--- src/rtl/cpu_types_pkg.sv ---
// Shared CPU-side types: machine word, RAM handshake state and arbiter FSM states.
package cpu_types_pkg;

    typedef logic [31:0] word_t;

    typedef enum logic [1:0] {
        FREE   = 2'd0,
        BUSY   = 2'd1,
        ACCESS = 2'd2,
        ERROR  = 2'd3
    } ramstate_t;

    typedef enum logic [2:0] {
        IDLE  = 3'd0,
        DREQ  = 3'd1,
        IREQ  = 3'd2,
        DRESP = 3'd3,
        IRESP = 3'd4
    } arb_state_t;

endpackage

--- src/rtl/mem_timeout_counter.sv ---
// RAM wait-cycle counter for the memory arbiter; only present when MEM_TIMEOUT_EN is defined.
// expired_o fires during the TIMEOUT_CYC-th consecutive enabled cycle.
`ifdef MEM_TIMEOUT_EN
module mem_timeout_counter #(
    parameter int TIMEOUT_CYC = 64
) (
    input  logic clk_i,
    input  logic rst_i,
    input  logic clear_i,
    input  logic enable_i,
    output logic expired_o
);

    localparam int CW = $clog2(TIMEOUT_CYC + 1);
    localparam logic [CW-1:0] LIMIT = CW'(TIMEOUT_CYC - 1);

    logic [CW-1:0] count_q;
    logic [CW-1:0] count_d;

    always_comb begin
        count_d = count_q;
        if (clear_i) begin
            count_d = '0;
        end else if (enable_i && (count_q != LIMIT)) begin
            count_d = count_q + 1'b1;
        end
    end

    always_ff @(posedge clk_i or posedge rst_i) begin
        if (rst_i) begin
            count_q <= '0;
        end else begin
            count_q <= count_d;
        end
    end

    assign expired_o = enable_i && (count_q == LIMIT);

endmodule
`endif

--- src/rtl/mem_request_arbiter.sv ---
// Single-port RAM arbiter for instruction/data requests; data wins ties, one-cycle hit pulses.
// Optional MEM_TIMEOUT_EN adds a bounded RAM wait with a sticky mem_err flag.
module mem_request_arbiter
    import cpu_types_pkg::*;
#(
    parameter int TIMEOUT_CYC = 64
) (
    input  logic      CLK,
    input  logic      RST,
    input  logic      iREN,
    input  word_t     iaddr,
    input  logic      dREN,
    input  logic      dWEN,
    input  word_t     daddr,
    input  word_t     dstore,
    output logic      ihit,
    output word_t     iload,
    output logic      dhit,
    output word_t     dload,
    output logic      ramREN,
    output logic      ramWEN,
    output word_t     ramaddr,
    output word_t     ramstore,
    input  word_t     ramload,
    input  ramstate_t ramstate,
    output logic      mem_err
);

    arb_state_t state_q, state_d;
    word_t      addr_q, addr_d;
    word_t      store_q, store_d;
    word_t      load_q, load_d;
    logic       op_wr_q, op_wr_d;
    logic       in_req;
    logic       timeout_abort;

    assign in_req = (state_q == DREQ) || (state_q == IREQ);

`ifdef MEM_TIMEOUT_EN
    logic timeout_expired;
    logic mem_err_q;

    mem_timeout_counter #(
        .TIMEOUT_CYC(TIMEOUT_CYC)
    ) u_timeout (
        .clk_i    (CLK),
        .rst_i    (RST),
        .clear_i  (!in_req),
        .enable_i (in_req),
        .expired_o(timeout_expired)
    );

    // A completing access in the expiry cycle wins over the abort.
    assign timeout_abort = timeout_expired && (ramstate != ACCESS);

    always_ff @(posedge CLK or posedge RST) begin
        if (RST) begin
            mem_err_q <= 1'b0;
        end else if (timeout_abort) begin
            mem_err_q <= 1'b1;
        end
    end

    assign mem_err = mem_err_q;
`else
    localparam int unused_timeout_cyc = TIMEOUT_CYC;
    assign timeout_abort = 1'b0;
    assign mem_err       = 1'b0;
`endif

    always_comb begin
        state_d = state_q;
        addr_d  = addr_q;
        store_d = store_q;
        load_d  = load_q;
        op_wr_d = op_wr_q;
        case (state_q)
            IDLE: begin
                if (dREN || dWEN) begin
                    addr_d  = daddr;
                    store_d = dstore;
                    op_wr_d = dWEN;
                    state_d = DREQ;
                end else if (iREN) begin
                    addr_d  = iaddr;
                    state_d = IREQ;
                end
            end
            DREQ, IREQ: begin
                if (ramstate == ACCESS) begin
                    load_d  = ramload;
                    state_d = (state_q == DREQ) ? DRESP : IRESP;
                end else if (timeout_abort) begin
                    state_d = IDLE;
                end
            end
            DRESP, IRESP: begin
                state_d = IDLE;
            end
            default: begin
                state_d = IDLE;
            end
        endcase
    end

    always_ff @(posedge CLK or posedge RST) begin
        if (RST) begin
            state_q <= IDLE;
            addr_q  <= '0;
            store_q <= '0;
            load_q  <= '0;
            op_wr_q <= 1'b0;
        end else begin
            state_q <= state_d;
            addr_q  <= addr_d;
            store_q <= store_d;
            load_q  <= load_d;
            op_wr_q <= op_wr_d;
        end
    end

    // RAM side is decoded purely from registered state so reset drops it immediately.
    assign ramWEN   = (state_q == DREQ) && op_wr_q;
    assign ramREN   = ((state_q == DREQ) && !op_wr_q) || (state_q == IREQ);
    assign ramaddr  = in_req ? addr_q : '0;
    assign ramstore = ramWEN ? store_q : '0;

    assign ihit  = (state_q == IRESP);
    assign dhit  = (state_q == DRESP);
    assign iload = ihit ? load_q : '0;
    assign dload = dhit ? load_q : '0;

endmodule
--- config.mk ---
export PLATFORM = sky130hd
export DESIGN_NAME = mem_request_arbiter
export DESIGN_NICKNAME = d
export VERILOG_FILES = /design/src/rtl/cpu_types_pkg.sv /design/src/rtl/mem_timeout_counter.sv /design/src/rtl/mem_request_arbiter.sv
export SDC_FILE = /design/constraint.sdc
export NUM_CORES = 1
export LEC_CHECK = 0
export CORE_MARGIN = 1
export CORE_UTILIZATION = 36
export DETAILED_ROUTE_END_ITERATION = 10
export PLACE_DENSITY = 0.77
export SYNTH_ARGS = -nofsm -noshare
export SYNTH_HDL_FRONTEND = slang
export SYNTH_SLANG_ARGS = --single-unit
--- constraint.sdc ---
create_clock -name CLK -period 3.5 [get_ports CLK]
set_input_delay 0.7 -clock CLK [delete_from_list [all_inputs] [get_ports CLK]]
set_output_delay 0.7 -clock CLK [all_outputs]
set_load 0.02 [all_outputs]
==> impl_metrics.toml, run 1 <==
[status]
outcome = "complete, no violations"

[die]
die_area_um2 = 14880
rows = 43
ios = 268
initial_core_util = 0.3718
coreArea_um2 = 13930
fp.dieH_um = 122.0
die_x_um = 122.0

[grt]
grt_usage = 0.1803
antenna_found_initial = 0
overflow = 0
grt_pass1_wl_mm = 20.84
grt_pass1_vias = 4211
grt_max_degree = 52

[timing]
relSlewSlack = 0.3408
grt_setup_unrepaired = "false"
period_share = 0.8477
finalHoldViolCount = 0
finalCriticalPeriod_ps = 2967
setup_viol = 0
max_freq_mhz = 337.1
tns_ps = 0
maxSlewViolCount = 0
worstMarginPinSlew_ps = 988.8
skew_ps = 8.075
fin_ws_ps = 533.2

[routing]
wl_per_cell_um = 15.54
drc = 0
viasPerCell = 4.616
wl_met2_mm = 6.727
met1_length_mm = 5.273
dr_wl_met3_um = 915
ant_nets = 0
topRoutingLayerUsed = "met4"
drtIter0Drc = 99
vias = 3933
drt_wl_total_mm = 13.24
dr.pass1.iters = 4

[cells_and_area]
final_nets = 802
fillers = 1133
drive_above_1_share = 0.2396
regArea_um2 = 2502
final_common_cell = "clkdlybuf4s50_1"
instances_no_fill = 852
antenna_cells = 0
final_cell_mix = "clkdlybuf4s50_1, and2_1, dfrtp_1, mux2_2, mux2_4"
syn_to_final_growth_pct = 60.71
multi_input_area_um2 = 2529

[place]
dp_hpwl_mm = 10.16
gp_congestion = 0.7179
pre_cts_slack_ps = 728.2
dp.cells = 836
port-buffer-count = 266

[worst_setup_path]
worstReg2RegStart = "state_q[1]"
crit_arrival_ps = 2270
rr_worst_depth = 3
required_ps = 2800
endpoint_kind = "output pin"
r2r_end = "load_q[3]"
cp_max_fo = 33
endpoint = "dload[17]"
crit_start = "state_q[0]"
start_kind = "flip-flop"
reg2reg_setup_slack_ps = 1350
path_class = "flip-flop to output pin"

[pwr]
clock_power_share = 0.153
power.density_nw_per_um2 = 837.7
p_int_mw = 4.520
combPwrFrac = 0.543
share_seq_of_total_power = 0.304
p_switching_mw = 2.455
swShare = 0.3519
power.leakage_nw = 3.462
peakVddDrop_uv = 409.8

[synth]
synth_area_leader_cell = "dfrtp_1"
ys_warn_count = 0
synthesis.area_um2 = 5181
synth.avg_cell_area_um2 = 12.61
synth.area.top_cells = "dfrtp_1, mux2_2, and2_1"
postSynthCellCount = 411
yosysUniqueCellTypes = 24
synth_seq_area_share = 0.4830
synth_nets = 546
synth.top_cell.area_share = 0.4830
yosys_register_bits = 100

[flow_run]
maxCapViolations = 0

[clock_network]
numCtsBuffers = 9
clk_path_buf_depth = 2
cts-resized-gates = 0
clock_sinks = 100
clk_pin_slew_ps = 70
cts_tree = "done"
postCtsSetupRepairBufs = 0
htreeDepth = 3
clockRootBuffer = "clkbuf_16"
cts_hold_buf = 0
clk_latency_ps = 330

[hold_path]
hold_path.class = "flip-flop to flip-flop"
synthesized netlist by cell type:
master and n:
nand2b_1 1, a21oi_1 1, nor3_1 4, a211oi_1 1
a22o_1 1, inv_1 2, o31a_1 1, buf_2 9
mux2_4 30, dfrtp_1 100, clkbuf_1 12, conb_1 1
and2_1 128, buf_4 4, mux2_2 99, nor3_2 1
nor3b_1 3, nor2_1 3, buf_6 4, nand2_1 2
xnor2_1 1, o21ai_1 1, nor4b_1 1, or3_1 1
stage by stage:
stage                     area, um^2  power [mW]    util  hold WS, ps
after floorplan                 5181       4.372       -        470.6
after global placement          8001       5.868  0.5742        478.6
after detailed placement        8001       5.976  0.5742        485.9
after CTS                       8327       7.069  0.5976        502.0
after global routing            8327       7.393  0.5976        513.1
final                           8327       6.975  0.5976        496.1
worst max-delay path: stages (launching register included):
cell and delay [ps]:
dfrtp_1 560, inv_1 120, nor3b_2 170, buf_4 290
and2_1 180, clkdlybuf4s50_1 610
state kept, by name, summed over array words and instances (netlist names):
| register | flops |
|---|---|
| op_wr_q | 1 |
| store_q | 32 |
| load_q | 32 |
| addr_q | 32 |
| state_q | 3 |
power groups by stage:
stage               logic (mW)  registers (mW)  clock network [mW]
floorplan                 2.41            1.96                   0
global placement          3.76            2.11                   0
detailed placement        3.83            2.14                   0
CTS                       3.84            2.13                1.10
global route              4.04            2.20                1.15
finish                    3.79            2.12                1.07
layout make-up:
| cell class | instances | area share |
|---|---|---|
| multi-input cells | 280 | 0.3037 |
| well taps | 180 | 0.02705 |
| repair buffers | 274 | 0.3285 |
| inverters | 2 | 0.001202 |
| clock inverters | 6 | 0.01037 |
| flip-flops and latches | 100 | 0.3005 |
| clock buffers | 10 | 0.02870 |
worst min-delay path by stage:
stage	startpoint	endpoint	slack [ps]	cells after the start
global route	addr_q[30]	addr_q[30]	510	1
finish	store_q[5]	store_q[5]	500	1
global placement	store_q[10]	store_q[10]	480	1
detailed placement	store_q[20]	store_q[20]	490	1
CTS	store_q[20]	store_q[20]	500	1
floorplan	store_q[0]	store_q[0]	470	1
cell families (layout without fill, tap and decap cells):
group                  Yosys count  count (layout)  synth area share
AND/OR/NAND/NOR                144             144            0.1724
multiplexers                   129             129            0.3021
flip-flops                     100             100            0.4830
buffers and inverters           31             292           0.03332
AO/OA/AOI/OAI                    5               5          0.006761
other                            1               1         0.0007238
XOR/XNOR                         1               1          0.001691
per-layer routing:
| layer | vias to the layer above | GRT usage |
|---|---|---|
| met4 | 0 | 0.07330 |
| li1 | 1876 | - |
| met1 | 1871 | 0.2111 |
| met5 | - | 0 |
| met2 | 161 | 0.3146 |
| met3 | 25 | 0.04307 |
Note: power is estimated with default switching activity, not from simulation.
==> inputs of run 2 (changes only) <==
==> constraint.sdc (replaced) <==
create_clock -name CLK -period 2.65 [get_ports CLK]
set_input_delay 0.53 -clock CLK [delete_from_list [all_inputs] [get_ports CLK]]
set_output_delay 0.53 -clock CLK [all_outputs]
set_load 0.02 [all_outputs]
==> impl_metrics.toml, run 2 (same netlist as run 1, synthesis figures left out) <==
[cells_and_area]
final_cell_mix = "clkdlybuf4s50_1, and2_1, mux2_2, dfrtp_1, dlymetal6s2s_1"
regArea_um2 = 2506
final_nets = 809
top_regs = "addr_q: 32 flops, load_q: 32 flops, store_q: 32 flops"
antenna_cells = 0
multi_input_area_um2 = 2535
final_common_cell = "clkdlybuf4s50_1"
fillers = 1080
drive_above_1_share = 0.2489
syn_to_final_growth_pct = 66.19
postLayoutCoreUtil = 0.6179

[timing]
skew_ps = 5.282
finalCriticalPeriod_ps = 2527
tns_ps = 0
max_freq_mhz = 395.7
grt_setup_unrepaired = "false"
period_share = 0.9537
maxSlewViolCount = 0
relSlewSlack = 0.6315
worstMarginPinSlew_ps = 552.8
finalHoldViolCount = 0
setup_viol = 0

[worst_setup_path]
slowest_delay_ps = 640
start_kind = "flip-flop"
slowest_stage = "clkdlybuf4s50_1"
crit_arrival_ps = 2000
required_ps = 2120
endpoint_kind = "output pin"
path_cells = "buf_4 -> nor3b_1 -> a21oi_1 -> nor2_1 -> clkdlybuf4s50_1"
rr_worst_depth = 5
crit_start = "state_q[1]"
path_class = "flip-flop to output pin"
r2r_end = "addr_q[30]"
reg2reg_setup_slack_ps = 730
worstReg2RegStart = "state_q[1]"
cp_max_fo = 10

[pwr]
power.density_nw_per_um2 = 1025
peakVddDrop_uv = 500.1
power.leakage_nw = 5.267

[grt]
grt_pass1_wl_mm = 21.38
antenna_found_initial = 0
grt_usage = 0.1851
grt_pass1_vias = 4352
overflow = 0
grt_max_degree = 101

[die]
coreArea_um2 = 13930
die_x_um = 122.0
initial_core_util = 0.3718
rows = 43
ios = 268
die_area_um2 = 14880
fp.dieH_um = 122.0

[clock_network]
numCtsBuffers = 9
clock_sinks = 100
cts_hold_buf = 0
clk_latency_ps = 340
clk_pin_slew_ps = 70
cts_tree = "done"
htreeDepth = 3
clockRootBuffer = "clkbuf_16"
clk_path_buf_depth = 2

[place]
gp_congestion = 0.7302
dp_hpwl_mm = 10.03
port-buffer-count = 266

[hold_path]
hold_path.class = "flip-flop to flip-flop"
min_to = "store_q[25]"
whs_path_depth = 1
worstHoldStart = "store_q[25]"

[routing]
drt_wl_total_mm = 13.89
drc = 0
viasPerCell = 4.674
drtIter0Drc = 117
ant_nets = 0
wl_per_cell_um = 16.17
dr.pass1.iters = 4
vias = 4015

[flow_run]
maxCapViolations = 0

[status]
outcome = "complete, no violations"
==> run 2: report_power, final <==
group,total (mW),switching (mW),internal [mW]
registers,2.82,0.500,2.32
logic,4.80,2.19,2.61
clock network,1.21,0.570,0.641
total,8.83,3.26,5.57
==> run 2: timing repair <==
| action | CTS | global route |
|---|---|---|
| resized for setup | 38 | 95 |
| setup endpoints to repair | 128 | 95 |
| gates cloned | 0 | 0 |
| buffers inserted | 2 | 4 |
==> run 2: cell type report <==
| type | instances | share of cell area |
|---|---|---|
| inverters | 2 | 0.001308 |
| clock inverters | 5 | 0.004359 |
| flip-flops and latches | 100 | 0.2910 |
| well taps | 180 | 0.02616 |
| repair buffers | 281 | 0.3557 |
| clock buffers | 11 | 0.02703 |
| multi-input cells | 280 | 0.2944 |
==> run 2: how the worst max path moves through the flow <==
stage / to / slack, ps / cells after the start
floorplan: iload[22] / 550 / 4
global placement: dload[26] / 290 / 5
global route: ramREN / 30 / 5
detailed placement: dload[26] / 240 / 5
finish: ramREN / 120 / 5
CTS: iload[10] / 0.9 / 4
==> run 2: per-stage QoR <==
| stage | hold slack [ps] | instance area [um^2] | power (mW) | instances | worst slack, ps |
|---|---|---|---|---|---|
| floorplan | 470.6 | 5185 | 5.775 | 411 | 546.7 |
| global route | 514.6 | 8611 | 9.411 | 859 | 31.72 |
| finish | 499.3 | 8611 | 8.828 | 859 | 122.8 |
| detailed placement | 487.5 | 8085 | 7.963 | 837 | 242.3 |
| CTS | 503.6 | 8343 | 8.994 | 855 | 0.8971 |
| global placement | 478.8 | 8085 | 7.796 | 837 | 294.4 |
==> run 2: routing by layer <==
metal  routed length [um]  global-route usage
met5                    0                   0
met4                  172             0.05247
met3                  861             0.05290
met2                 7497              0.3355
met1                 5363              0.2094
==> run 2: worst max-delay path, delay by kind of cell (launching register included) <==
| kind | cells | cell delay (ps) |
|---|---|---|
| compound gates | 1 | 70 |
| flops | 1 | 490 |
| simple gates | 2 | 280 |
| buf+inv | 2 | 810 |
